==> src/rtl/bird_datapath_if.sv <==
// Bird datapath bus: FSM state code in, position, VGA pixel stream
// and status flags out. master = FSM side, slave = datapath side.
interface bird_datapath_if;
    logic [3:0] state;
    logic [7:0] bird_x;
    logic [6:0] bird_y;
    logic [7:0] vga_x;
    logic [6:0] vga_y;
    logic [2:0] colour;
    logic       plot;
    logic       done_drawing;
    logic       flying;

    modport master (
        output state,
        input  bird_x, bird_y, vga_x, vga_y,
        input  colour, plot, done_drawing, flying
    );

    modport slave (
        input  state,
        output bird_x, bird_y, vga_x, vga_y,
        output colour, plot, done_drawing, flying
    );
endinterface

==> src/rtl/bird_datapath.sv <==
// Bird datapath: position, fall/escape animation and sprite scan to VGA.
// Ports: clk, reset (sync, active-high), bus (bird_datapath_if.slave).
module bird_datapath #(
    parameter int unsigned BIRD_W      = 8,
    parameter int unsigned BIRD_H      = 8,
    parameter int unsigned STEP        = 2,
    parameter int unsigned FALL_STEP   = 4,
    parameter int unsigned ESC_STEP    = 4,
    parameter int unsigned START_X     = 76,
    parameter int unsigned START_Y     = 90,
    parameter int unsigned Y_FLOOR     = 100,
    parameter logic [2:0]  BG_COLOUR   = 3'b011,
    parameter logic [2:0]  BIRD_COLOUR = 3'b100,
    parameter logic [2:0]  HIT_COLOUR  = 3'b110
) (
    input logic            clk,
    input logic            reset,
    bird_datapath_if.slave bus
);
    localparam logic [3:0] S_PREHOLD = 4'b0100;
    localparam logic [3:0] S_CLEAR   = 4'b0001;
    localparam logic [3:0] S_UP_R    = 4'b0011;
    localparam logic [3:0] S_UP_L    = 4'b0010;
    localparam logic [3:0] S_DN_R    = 4'b0110;
    localparam logic [3:0] S_DN_L    = 4'b0111;
    localparam logic [3:0] S_DRAW    = 4'b0101;
    localparam logic [3:0] S_SHOT    = 4'b1000;
    localparam logic [3:0] S_ESCAPE  = 4'b1001;
    localparam logic [3:0] S_RESET   = 4'b1010;

    localparam int unsigned PIX = BIRD_W * BIRD_H;
    localparam int unsigned CW  = $clog2(PIX);
    localparam logic [CW-1:0] LAST = CW'(PIX - 1);

    localparam logic signed [8:0] STEP_S = 9'(STEP);
    localparam logic signed [8:0] FALL_S = 9'(FALL_STEP);
    localparam logic signed [8:0] ESC_S  = 9'(ESC_STEP);
    localparam logic signed [8:0] X_MAX  = 9'(160 - BIRD_W);
    localparam logic signed [8:0] Y_MAX  = 9'(Y_FLOOR);

    typedef enum logic [1:0] {
        M_NORMAL, M_FALL, M_ESC, M_DONE
    } mode_e;

    logic [3:0]    state_q;
    logic [7:0]    x_q, x_d;
    logic [6:0]    y_q, y_d;
    logic [CW-1:0] cnt_q, cnt_d;
    logic          done_q, done_d;
    mode_e         mode_q, mode_d;

    logic              entry, scan_st;
    logic signed [8:0] mx, my;
    logic [6:0]        fall_y, esc_y;

    function automatic logic [7:0] clamp_x(input logic signed [8:0] v);
        if (v < 0)          return 8'd0;
        else if (v > X_MAX) return X_MAX[7:0];
        else                return v[7:0];
    endfunction

    function automatic logic [6:0] clamp_y(input logic signed [8:0] v);
        if (v < 0)          return 7'd0;
        else if (v > Y_MAX) return Y_MAX[6:0];
        else                return v[6:0];
    endfunction

    assign entry   = (bus.state != state_q);
    assign scan_st = (bus.state == S_CLEAR) || (bus.state == S_DRAW);
    assign fall_y  = clamp_y($signed({2'b00, y_q}) + FALL_S);
    assign esc_y   = clamp_y($signed({2'b00, y_q}) - ESC_S);

    always_ff @(posedge clk) begin
        if (reset) begin
            state_q <= S_PREHOLD;
            x_q     <= 8'(START_X);
            y_q     <= 7'(START_Y);
            cnt_q   <= '0;
            done_q  <= 1'b0;
            mode_q  <= M_NORMAL;
        end else begin
            state_q <= bus.state;
            x_q     <= x_d;
            y_q     <= y_d;
            cnt_q   <= cnt_d;
            done_q  <= done_d;
            mode_q  <= mode_d;
        end
    end

    // Mode next-state
    always_comb begin
        mode_d = mode_q;
        if (bus.state == S_RESET) begin
            mode_d = M_NORMAL;
        end else if (entry) begin
            case (bus.state)
                S_SHOT:   if (mode_q == M_NORMAL) mode_d = M_FALL;
                S_ESCAPE: if (mode_q == M_NORMAL) mode_d = M_ESC;
                S_DRAW: begin
                    if (mode_q == M_FALL && fall_y == Y_MAX[6:0])
                        mode_d = M_DONE;
                    if (mode_q == M_ESC && esc_y == 7'd0)
                        mode_d = M_DONE;
                end
                default: ;
            endcase
        end
    end

    // Position and scan counter
    always_comb begin
        x_d    = x_q;
        y_d    = y_q;
        cnt_d  = cnt_q;
        done_d = done_q;
        mx     = $signed({1'b0, x_q});
        my     = $signed({2'b00, y_q});
        case (bus.state)
            S_UP_R: begin mx = mx + STEP_S; my = my - STEP_S; end
            S_UP_L: begin mx = mx - STEP_S; my = my - STEP_S; end
            S_DN_R: begin mx = mx + STEP_S; my = my + STEP_S; end
            S_DN_L: begin mx = mx - STEP_S; my = my + STEP_S; end
            default: ;
        endcase

        if (bus.state == S_RESET) begin
            x_d = 8'(START_X);
            y_d = 7'(START_Y);
        end else if (entry) begin
            // mx/my differ from the current position only in move states
            x_d = clamp_x(mx);
            y_d = clamp_y(my);
            if (bus.state == S_DRAW && mode_q == M_FALL) y_d = fall_y;
            if (bus.state == S_DRAW && mode_q == M_ESC)  y_d = esc_y;
        end

        if (!scan_st || entry) begin
            cnt_d  = '0;
            done_d = 1'b0;
        end else if (!done_q) begin
            cnt_d = cnt_q + 1'b1;
            if (cnt_q == LAST) done_d = 1'b1;
        end
    end

    // Outputs
    always_comb begin
        bus.bird_x       = x_q;
        bus.bird_y       = y_q;
        bus.plot         = scan_st && !entry && !done_q;
        bus.vga_x        = x_q + 8'(cnt_q % BIRD_W);
        bus.vga_y        = y_q + 7'(cnt_q / BIRD_W);
        bus.done_drawing = done_q && !entry;
        bus.flying       = (mode_q == M_FALL) || (mode_q == M_ESC) ||
                           (((bus.state == S_SHOT) ||
                             (bus.state == S_ESCAPE)) &&
                            (mode_q == M_NORMAL));
        bus.colour       = 3'b000;
        if (bus.plot) begin
            if (bus.state == S_CLEAR)    bus.colour = BG_COLOUR;
            else if (mode_q == M_FALL)   bus.colour = HIT_COLOUR;
            else                         bus.colour = BIRD_COLOUR;
        end
    end
endmodule

==> src/flat_wrapper.sv <==
// flat-port wrapper written by rule: the top's interface ports become plain ports
module bird_datapath_flat 
#(
    parameter int unsigned BIRD_W      = 8,
    parameter int unsigned BIRD_H      = 8,
    parameter int unsigned STEP        = 2,
    parameter int unsigned FALL_STEP   = 4,
    parameter int unsigned ESC_STEP    = 4,
    parameter int unsigned START_X     = 76,
    parameter int unsigned START_Y     = 90,
    parameter int unsigned Y_FLOOR     = 100,
    parameter logic [2:0]  BG_COLOUR   = 3'b011,
    parameter logic [2:0]  BIRD_COLOUR = 3'b100,
    parameter logic [2:0]  HIT_COLOUR  = 3'b110
)
  (clk, reset, bus_state, bus_bird_x, bus_bird_y, bus_vga_x, bus_vga_y, bus_colour, bus_plot, bus_done_drawing, bus_flying);
  bird_datapath_if bus_i ();
  input logic clk;
  input logic reset;
  input wire logic [$bits(bus_i.state)-1:0] bus_state;
  output wire logic [$bits(bus_i.bird_x)-1:0] bus_bird_x;
  output wire logic [$bits(bus_i.bird_y)-1:0] bus_bird_y;
  output wire logic [$bits(bus_i.vga_x)-1:0] bus_vga_x;
  output wire logic [$bits(bus_i.vga_y)-1:0] bus_vga_y;
  output wire logic [$bits(bus_i.colour)-1:0] bus_colour;
  output wire logic [$bits(bus_i.plot)-1:0] bus_plot;
  output wire logic [$bits(bus_i.done_drawing)-1:0] bus_done_drawing;
  output wire logic [$bits(bus_i.flying)-1:0] bus_flying;
  assign bus_i.state = bus_state;
  assign bus_bird_x = bus_i.bird_x;
  assign bus_bird_y = bus_i.bird_y;
  assign bus_vga_x = bus_i.vga_x;
  assign bus_vga_y = bus_i.vga_y;
  assign bus_colour = bus_i.colour;
  assign bus_plot = bus_i.plot;
  assign bus_done_drawing = bus_i.done_drawing;
  assign bus_flying = bus_i.flying;
  bird_datapath #(.BIRD_W(BIRD_W), .BIRD_H(BIRD_H), .STEP(STEP), .FALL_STEP(FALL_STEP), .ESC_STEP(ESC_STEP), .START_X(START_X), .START_Y(START_Y), .Y_FLOOR(Y_FLOOR), .BG_COLOUR(BG_COLOUR), .BIRD_COLOUR(BIRD_COLOUR), .HIT_COLOUR(HIT_COLOUR)) u_core (.clk(clk), .reset(reset), .bus(bus_i));
endmodule
==> config.mk <==
export PLATFORM = sky130hd
export DESIGN_NAME = bird_datapath_flat
export DESIGN_NICKNAME = d
export VERILOG_FILES = /design/src/rtl/bird_datapath_if.sv /design/src/rtl/bird_datapath.sv /design/src/flat_wrapper.sv
export SDC_FILE = /design/constraint.sdc
export NUM_CORES = 1
export LEC_CHECK = 0
export CAP_MARGIN = 20
export CORE_MARGIN = 2
export CORE_UTILIZATION = 25
export DETAILED_ROUTE_END_ITERATION = 7
export GPL_ROUTABILITY_DRIVEN = 0
export MAX_ROUTING_LAYER = met4
export PLACE_DENSITY = 0.48
export SLEW_MARGIN = 0
export SYNTH_ARGS = -nofsm -noshare
export SYNTH_HDL_FRONTEND = slang
export SYNTH_SLANG_ARGS = --single-unit
==> constraint.sdc <==
create_clock -name clk -period 6 [get_ports clk]
set_input_delay 0.6 -clock clk [delete_from_list [all_inputs] [get_ports clk]]
set_output_delay 0.6 -clock clk [all_outputs]
set_load 0.02 [all_outputs]
Word-level counts from Yosys, hierarchy flattened --
Cells that the tools add are included.
Storage, ports and cells: bits in registers 28, input bits 6, output and inout port bits 36, word-level logic and storage cells 88
Operators by class: $add $sub $neg 9, order comparisons 8, eq/ne operators 17, multiplexer cells 22, reductions and logical operators 26
Operators by type and width (count):
- 2-to-1 mux 7 bit | 8
- case mux 9 bit (2 select lines) | 2
- < comparator 9 x 1 -> 1 bit (second input constant) | 3
- > comparator 9 x 8 -> 1 bit (second input constant) | 2
- 2-to-1 mux 8 bit | 2
- equality test 4 x 3 -> 1 bit (second input constant) | 3
- equality test 4 bit (second input constant) | 3
- OR reduction 2 bit | 6
- 2-to-1 mux 2 bit | 5
- adder 8 x 2 -> 9 bit (second input constant) | 1
- > comparator 9 bit (second input constant) | 1
- subtractor 8 x 2 -> 9 bit (second input constant) | 1
- adder 7 x 2 -> 8 bit (second input constant) | 1
- adder 7 x 3 -> 8 bit (second input constant) | 1
- adder 8 x 3 -> 8 bit | 1
- equality test 4 x 2 -> 1 bit (second input constant) | 2
- > comparator 8 bit (second input constant) | 1
- logical AND 1 bit | 8
- < comparator 8 x 1 -> 1 bit (second input constant) | 1
- subtractor 7 x 2 -> 8 bit (second input constant) | 1
- subtractor 7 x 3 -> 8 bit (second input constant) | 1
- adder 7 x 3 -> 7 bit | 1
- equality test 7 bit (second input constant) | 1
- logical NOT 7 bit | 1
- 16 further kinds | 25

Depth between registers and ports, before layout --
Gate-level depths: netlist of the first run.
word-level depth 9, depth in mapped cells 12, gate-level depth less buffers 10

Worst setup path before layout of the first run --
OpenSTA, ideal clock, no wires.
kind in2reg, start input bus_state[3], end register u_core.x_q[6], in the netlist u_core.bus.bird_x[6], setup time 0.122 ns, data arrival time 2.908 ns, required time 5.878 ns, slack 2.970 ns, cell stages on the path 12, buffers on the path 2, cell sequence clkbuf_1 nor2b_1 buf_2 and2_1 inv_2 fa_1 nand2b_1 a21oi_1 o211ai_1 a31oi_1 nor2_1 a221o_1
On the way: longest elaborated chain between the ends 6, elaborated cells on any way between the ends 14, classes of those cells 2 x order compare; 6 x eq/ne; 3 x mux; 3 x reduce/logical
Ends and longest elaborated chain:
- from (decl) | RTL line flat_wrapper.sv:20 | input wire logic [$bits(bus_i.state)-1:0] bus_state;
- equality test 4 x 2 -> 1 bit or equality test 4 x 3 -> 1 bit (tied branches) | RTL line bird_datapath.sv:119 | case (bus.state)
- OR reduction 2 bit (no source line)
- case mux 9 bit (2 select lines) | RTL line bird_datapath.sv:119
- > comparator 9 bit | RTL line bird_datapath.sv:58 | else if (v > X_MAX) return X_MAX[7:0];
- 2-to-1 mux 8 bit | RTL line bird_datapath.sv:58
- 2-to-1 mux 8 bit | RTL line bird_datapath.sv:57 | if (v < 0) return 8'd0;
- to (signal assigned) | RTL line bird_datapath.sv:76 | x_q <= 8'(START_X);
- to (decl) | RTL line bird_datapath.sv:46 | logic [7:0] x_q, x_d;
Several ways; a longest one is shown, not always the timed one. A chain may end at the register's enable or synchronous reset.

Final worst setup path of the first run --
start input bus_state[2], end output bus_colour[0]
On the way: longest elaborated chain between the ends 5, elaborated cells on any way between the ends 9, classes of those cells 3 x eq/ne; 2 x mux; 4 x reduce/logical
Ends and longest elaborated chain:
- equality test 4 x 1 -> 1 bit, or another cell as far along | RTL line bird_datapath.sv:69, bird_datapath.sv:161
- logical OR 1 bit or logical NOT 1 bit (tied branches) | RTL line bird_datapath.sv:69, bird_datapath.sv:151
- logical AND 1 bit (2 in a row) | RTL line bird_datapath.sv:151 | bus.plot = scan_st && !entry && !done_q;
- 2-to-1 mux 3 bit * | RTL line bird_datapath.sv:160 | if (bus.plot) begin
- to (decl) | RTL line flat_wrapper.sv:25 | output wire logic [$bits(bus_i.colour)-1:0] bus_colour;
Every way passes the cells marked *; elsewhere a longest branch is shown, timed or not.

==> results of run 1 <==
[through the flow]
| stage | instances | utilization [%] | worst slack (ns) | cell area, sq um | hold slack, ns |
|---|---|---|---|---|---|
| floorplan | 390 | - | 2.97 | 2960 | 0.509 |
| global placement | 550 | 29.9 | 1.95 | 3440 | 0.539 |
| detailed placement | 550 | 29.9 | 1.92 | 3440 | 0.538 |
| CTS | 554 | 30.6 | 1.90 | 3530 | 0.547 |
| global route | 554 | 30.6 | 1.73 | 3530 | 0.598 |
| finish | 554 | 30.6 | 1.90 | 3530 | 0.551 |
[synth_stat cells, types with 3 or more instances]
master,instances
a31oi_1,5
dfxtp_1,27
inv_1,19
mux2i_1,3
a31o_2,4
a211o_1,3
a211oi_1,6
a21oi_1,23
nor2b_1,11
o31a_1,4
nand3_1,11
or4_1,4
and3_1,5
o211ai_1,9
nand2_1,23
nor2_1,37
xnor2_1,26
o31ai_1,3
nor3_1,12
o21a_1,5
a21o_1,5
clkbuf_1,15
buf_2,5
and2_1,5
nand2b_1,5
ha_1,23
o22ai_1,3
o211a_1,3
xor2_1,5
or3_1,8
nand4_1,7
o21ai_0,13
o21ai_1,3
[cells by family (layout without fill, tap and decap cells)]
| kind of cell | Yosys count | in the layout | synth area share [%] |
|---|---|---|---|
| AOI/OAI and AO/OA | 114 | 114 | 27.5 |
| xor gates and xnor gates | 31 | 31 | 9.16 |
| adders and majority gates | 25 | 25 | 11.1 |
| buffers and inverters | 45 | 66 | 6.42 |
| DFF | 27 | 27 | 18.2 |
| muxes | 3 | 3 | 1.01 |
| other | 1 | 1 | 0.127 |
| and+or+nand+nor | 144 | 144 | 26.5 |
[report_power, final]
part / internal [W] / switching [W]
sequential: 0.000192 / 0.0000346
clock: 0.0000923 / 0.0000674
combinational: 0.000126 / 0.000166
[final cells by class]
class / instances / share of cell area, %
multi-input combinational: 318 / 63.3
sequential: 27 / 15.3
timing repair buffer: 42 / 11.8
tap: 143 / 5.07
clock buffer: 3 / 2.13
inverter: 20 / 2.13
clock inverter: 1 / 0.248
[metal layers]
metal,vias up,wire length [um]
met5,-,0
met2,90,3880
li1,1478,-
met3,4,426
met1,1374,4340
met4,0,28
[sequential cells by signal, summed over array words and instances, names as in the netlist]
register	cells
u_core.cnt_q	6
u_core.bus.bird_y	7
u_core.state_q	4
u_core.done_q	1
u_core.bus.bird_x	7
u_core.mode_q	2
[tightest hold or removal path: cells and delay by family (launching register included)]
| kind | cells | cell delay, ns |
|---|---|---|
| flip-flops | 1 | 0.34 |
| AND/OR/NAND/NOR | 1 | 0.10 |
| AO/OA/AOI/OAI | 1 | 0.07 |
[worst max path at each step]
stage	from	endpoint	slack, ns	cells after the start
after floorplan	bus_state[3]	u_core.bus.bird_x[6]$_SDFFE_PP1P_	2.97	12
after global placement	bus_state[2]	bus_colour[0]	1.95	6
after detailed placement	bus_state[2]	bus_colour[0]	1.92	6
after CTS	bus_state[2]	bus_colour[0]	1.90	6
after global routing	bus_state[2]	bus_colour[0]	1.73	6
final	bus_state[2]	bus_colour[0]	1.90	6
==> reports/qor.yml, run 1 <==
status: "finished, violations left"
violations: "DRC"
tightest_slew_ns: 0.810
critPathTopFamily: "buffers and inverters"
cts.sinks: 27
peakVddDrop_uv: 95.9
grt_max_degree: 29
met3_usage_pct: 0.964
cap_violations: 0
worst-path-buf-inv: 2
grtUsageMet1_pct: 20.1
total_power_w: 0.000678
final_cell_mix: "40 x clkdlybuf4s50_1, 37 x nor2_1, 27 x dfxtp_1, 26 x xnor2_1"
start_util_pct: 25.7
io_pins: 42
critPathMostFrequentCell: "clkdlybuf4s50_1"
rows: 39
die_h_um: 113
min_period_over_period_pct: 68.3
rr_worst_depth: 8
drc: 2
rr_startpoint: "u_core.bus.bird_y[3]$_SDFFE_PP1P_"
drt_first_pass_iters: 7
synth_enable_flop_cells: 0
reg2reg_to: "u_core.bus.bird_y[3]$_SDFFE_PP1P_"
multi_input_area_sq_um: 2230
antennaDiodeCount: 0
hold_depth: 2
arrival_ns: 3.50
area_growth_pct: 19.0
finalWirelength_um: 8680
max_slew_margin_pct: 45.7
synthTopCellsByArea: "dfxtp_1 18%, ha_1 9.7%, xnor2_1 7.7%"
fin_crit_ns: 4.10
cts_buffers: 3
fin_setup_tns_ns: 0
hold_viol: 0
hold_buffers: 0
seq_area_sq_um: 541
setup_viol: 0
finalClockSkew_ns: 0.00493
drv_slew: 0
gr-usage-all-layers_pct: 13.9
path_max_fanout: 15
ctsResizeCount: 0
postRouteAntennaNets: 0
top_usage_layer: "met2"
whs_endpoint: "u_core.mode_q[0]$_SDFFE_PP0P_"
drt_iter0_markers: 221
clk_latency_ns: 0.26
cpMaxStageDelayCell: "clkdlybuf4s50_1"
post-cts-setup-buffer-count: 0
synth_top_area_share_pct: 18.2
hp-class: "reg2reg"
cp_slowest_stage_delay_ns: 0.87
ctsRootBufferMaster: "clkbuf_16"
rsz0062_at_grt: "no"
max_freq_ghz: 0.244
cts_tree: "built"
via_per_inst: 5.32
grt-ovfl-total: 0
clk_pin_slew_ns: 0.07
dp_hpwl_um: 6530
io_buffers: 40
ys_types: 68
grt_pass1_vias: 2836
hold_start: "u_core.mode_q[0]$_SDFFE_PP0P_"
syn_inst: 390
ys_seq_area_share_pct: 18.2
wl_per_cell_um: 15.7
grt_first_pass_wirelength_um: 14300
nets: 443
synthArstFlopShare_pct: 0
core_area_sq_um: 11500
gr-usage-met2_pct: 21.5
worstPathRequired_ns: 5.40
htree_levels: 1
cts_buffer_depth: 2
drive_above_1_share_pct: 5.60
crit_path_start_kind: "primary input"
avgSynthCellArea_sq_um: 7.60
synth_nets: 421
ys_ff_latch: 27
dieArea_sq_um: 12700
fillers: 1247
vias: 2946
crit_path_cell_trace: "clkdlybuf4s50_1 > xnor2_1 > nand4_1 > or4_1 > nor3_1 > clkdlybuf4s50_1"
synth_top_area_cell: "dfxtp_1"
antenna_found_initial: 0
worstSetupPathType: "in2out"
die_w_um: 113
ys_warn_count: 0
powerDensity_nw_per_um2: 192
crit_path_end_kind: "primary output"
p_leak_nw: 1.31
ys.flop_type: "dfxtp_1"
final_common_cell: "clkdlybuf4s50_1"
ff2ff_setup_slack_ns: 2.81
syn_area_sq_um: 2960
Power figures use the tool's default switching activity.
==> inputs of run 2 (changes only) <==
clock period = 4.1 ns   (was 6 ns; I/O delays follow)
==> reports/qor.yml, run 2 (synthesis gave the netlist of run 1 again) <==
violations: "DRC"  # unchanged
clk_latency_ns: 0.26  # about the same
crit_path_cell_trace: "clkdlybuf4s50_1 > buf_4 > xnor2_1 > nand4_1 > or4_1 > nor3_1 > clkdlybuf4s50_1"  # was clkdlybuf4s50_1 > xnor2_1 > nand4_1 > or4_1 > nor3_1 > clkdlybuf4s50_1
area_growth_pct: 20.6  # was 19.0%
die_h_um: 113  # unchanged
start_util_pct: 25.7  # unchanged
worstSetupPathType: "in2out"  # unchanged
cp.depth: 7  # was 6
drc: 2  # unchanged
rows: 39  # unchanged
hold_viol: 0  # unchanged
cpMaxStageDelayCell: "clkdlybuf4s50_1"  # unchanged
setup_viol: 0  # unchanged
drv_slew: 0  # unchanged
drt_iter0_markers: 196  # was 221
dieArea_sq_um: 12700  # unchanged
worstPathRequired_ns: 3.69  # was 5.40 ns
max_slew_margin_pct: 49.2  # was 45.7%
hold_buffers: 0  # unchanged
grt_first_pass_wirelength_um: 14400  # was 14,300 um
post-cts-setup-buffer-count: 0  # unchanged
startpoint: "bus_state[2]"  # unchanged
cts_buffer_depth: 2  # unchanged
core_area_sq_um: 11500  # unchanged
final_common_cell: "clkdlybuf4s50_1"  # unchanged
cts.sinks: 27  # unchanged
min_period_over_period_pct: 80.8
crit_path_end_kind: "primary output"  # unchanged
rr_worst_depth: 8  # unchanged
crit_path_start_kind: "primary input"  # unchanged
io_pins: 42  # unchanged
path_max_fanout: 14  # was 15
clk_pin_slew_ns: 0.07  # about the same
htree_levels: 1  # unchanged
status: "finished, violations left"  # unchanged
instances_no_fill: 561  # was 554
ctsRootBufferMaster: "clkbuf_16"  # unchanged
antenna_found_initial: 0  # unchanged
grt_max_degree: 20  # was 29
drt_first_pass_iters: 7  # unchanged
critPathTopFamily: "buffers and inverters"  # unchanged
fin_crit_ns: 3.31
postRouteAntennaNets: 0  # unchanged
finalClockSkew_ns: 0.00184  # was 0.00493 ns
p_leak_nw: 1.34  # was 1.31 nW
rr_startpoint: "u_core.bus.bird_y[2]$_SDFFE_PP0P_"  # was u_core.bus.bird_y[3]$_SDFFE_PP1P_
rsz0062_at_grt: "no"  # unchanged
wl_per_cell_um: 15.9  # was 15.7 um
worst-path-buf-inv: 3  # was 2
max_freq_ghz: 0.302
cts_buffers: 3  # unchanged
reg2reg_to: "u_core.bus.bird_y[3]$_SDFFE_PP1P_"  # unchanged
critPathMostFrequentCell: "clkdlybuf4s50_1"  # unchanged
fin_setup_tns_ns: 0  # unchanged
finalWirelength_um: 8920  # was 8680 um
nets: 450  # was 443
grt_pass1_vias: 2784  # was 2,836
dp_hpwl_um: 6900  # was 6530 um
tightest_slew_ns: 0.758  # was 0.810 ns
holdWs_ns: 0.555  # was 0.551 ns
grt-ovfl-total: 0  # unchanged
cap_violations: 0  # unchanged
peakVddDrop_uv: 160  # was 95.9 uV
critPathCapture: "bus_colour[0]"  # unchanged
via_per_inst: 5.45  # was 5.32
die_w_um: 113  # unchanged
antennaDiodeCount: 0  # unchanged
final_cell_mix: "40 x clkdlybuf4s50_1, 37 x nor2_1, 27 x dfxtp_1, 26 x xnor2_1"  # unchanged
ff2ff_setup_slack_ns: 1.23  # was 2.81 ns
hp-class: "reg2reg"  # unchanged
vias: 3055  # was 2,946
arrival_ns: 2.90  # was 3.50 ns
cts_tree: "built"  # unchanged
drive_above_1_share_pct: 6.94  # was 5.60%
placed_cells: 557  # was 550
gr-usage-all-layers_pct: 14.0  # was 13.9%
powerDensity_nw_per_um2: 278  # was 192 nW/um^2
cp_slowest_stage_delay_ns: 0.64  # was 0.87 ns
io_buffers: 40  # unchanged
ctsResizeCount: 0  # unchanged
[run 2: layout make-up]
| cell class | count | area [sq um] |
|---|---|---|
| Sequential cell | 27 | 541 |
| Fill cell | 1242 | 7940 |
| Clock buffer | 4 | 78.8 |
| Timing Repair Buffer | 49 | 468 |
| Inverter | 20 | 75.1 |
| Multi-Input combinational cell | 318 | 2230 |
| Tap cell | 143 | 179 |
[run 2: per-layer routing]
layer | up-vias | global-route usage (%) | routed length, um
met5 | - | - | 0
met2 | 105 | 20.8 | 3910
li1 | 1487 | - | -
met4 | 0 | 3.09 | 105
met1 | 1451 | 20.6 | 4450
met3 | 12 | 1.34 | 457
[run 2: tightest hold or removal path: stages (launching register included)]
cell	delay, ns
dfxtp_1	0.34
nor2_1	0.11
a21oi_1	0.06
[run 2: report_power, final]
part	internal [W]	switching [W]	leakage [nW]
clock	0.000133	0.0000935	0.0382
combinational	0.000192	0.000255	1.08
sequential	0.000281	0.0000386	0.221
[run 2: worst min path at each step]
stage | from | to | slack (ns) | cells after the start
after CTS | u_core.mode_q[1]$_SDFFE_PP0P_ | u_core.mode_q[1]$_SDFFE_PP0P_ | 0.55 | 2
final | u_core.mode_q[1]$_SDFFE_PP0P_ | u_core.mode_q[1]$_SDFFE_PP0P_ | 0.56 | 2
after floorplan | reset | u_core.state_q[0]$_SDFF_PP0_ | 0.48 | 1
after global placement | u_core.mode_q[1]$_SDFFE_PP0P_ | u_core.mode_q[1]$_SDFFE_PP0P_ | 0.54 | 2
after global routing | u_core.mode_q[1]$_SDFFE_PP0P_ | u_core.mode_q[1]$_SDFFE_PP0P_ | 0.59 | 2
after detailed placement | u_core.mode_q[1]$_SDFFE_PP0P_ | u_core.mode_q[1]$_SDFFE_PP0P_ | 0.54 | 2
[run 2: through the flow]
step | instance area, sq um | util, % | total power, W | worst slack [ns]
after global routing | 3570 | 31.0 | 0.00105 | 0.615
after global placement | 3500 | 30.4 | 0.000769 | 0.665
final | 3570 | 31.0 | 0.000992 | 0.788
after detailed placement | 3500 | 30.4 | 0.000770 | 0.585
after floorplan | 2960 | - | 0.000622 | 1.26
after CTS | 3570 | 31.0 | 0.000995 | 0.784
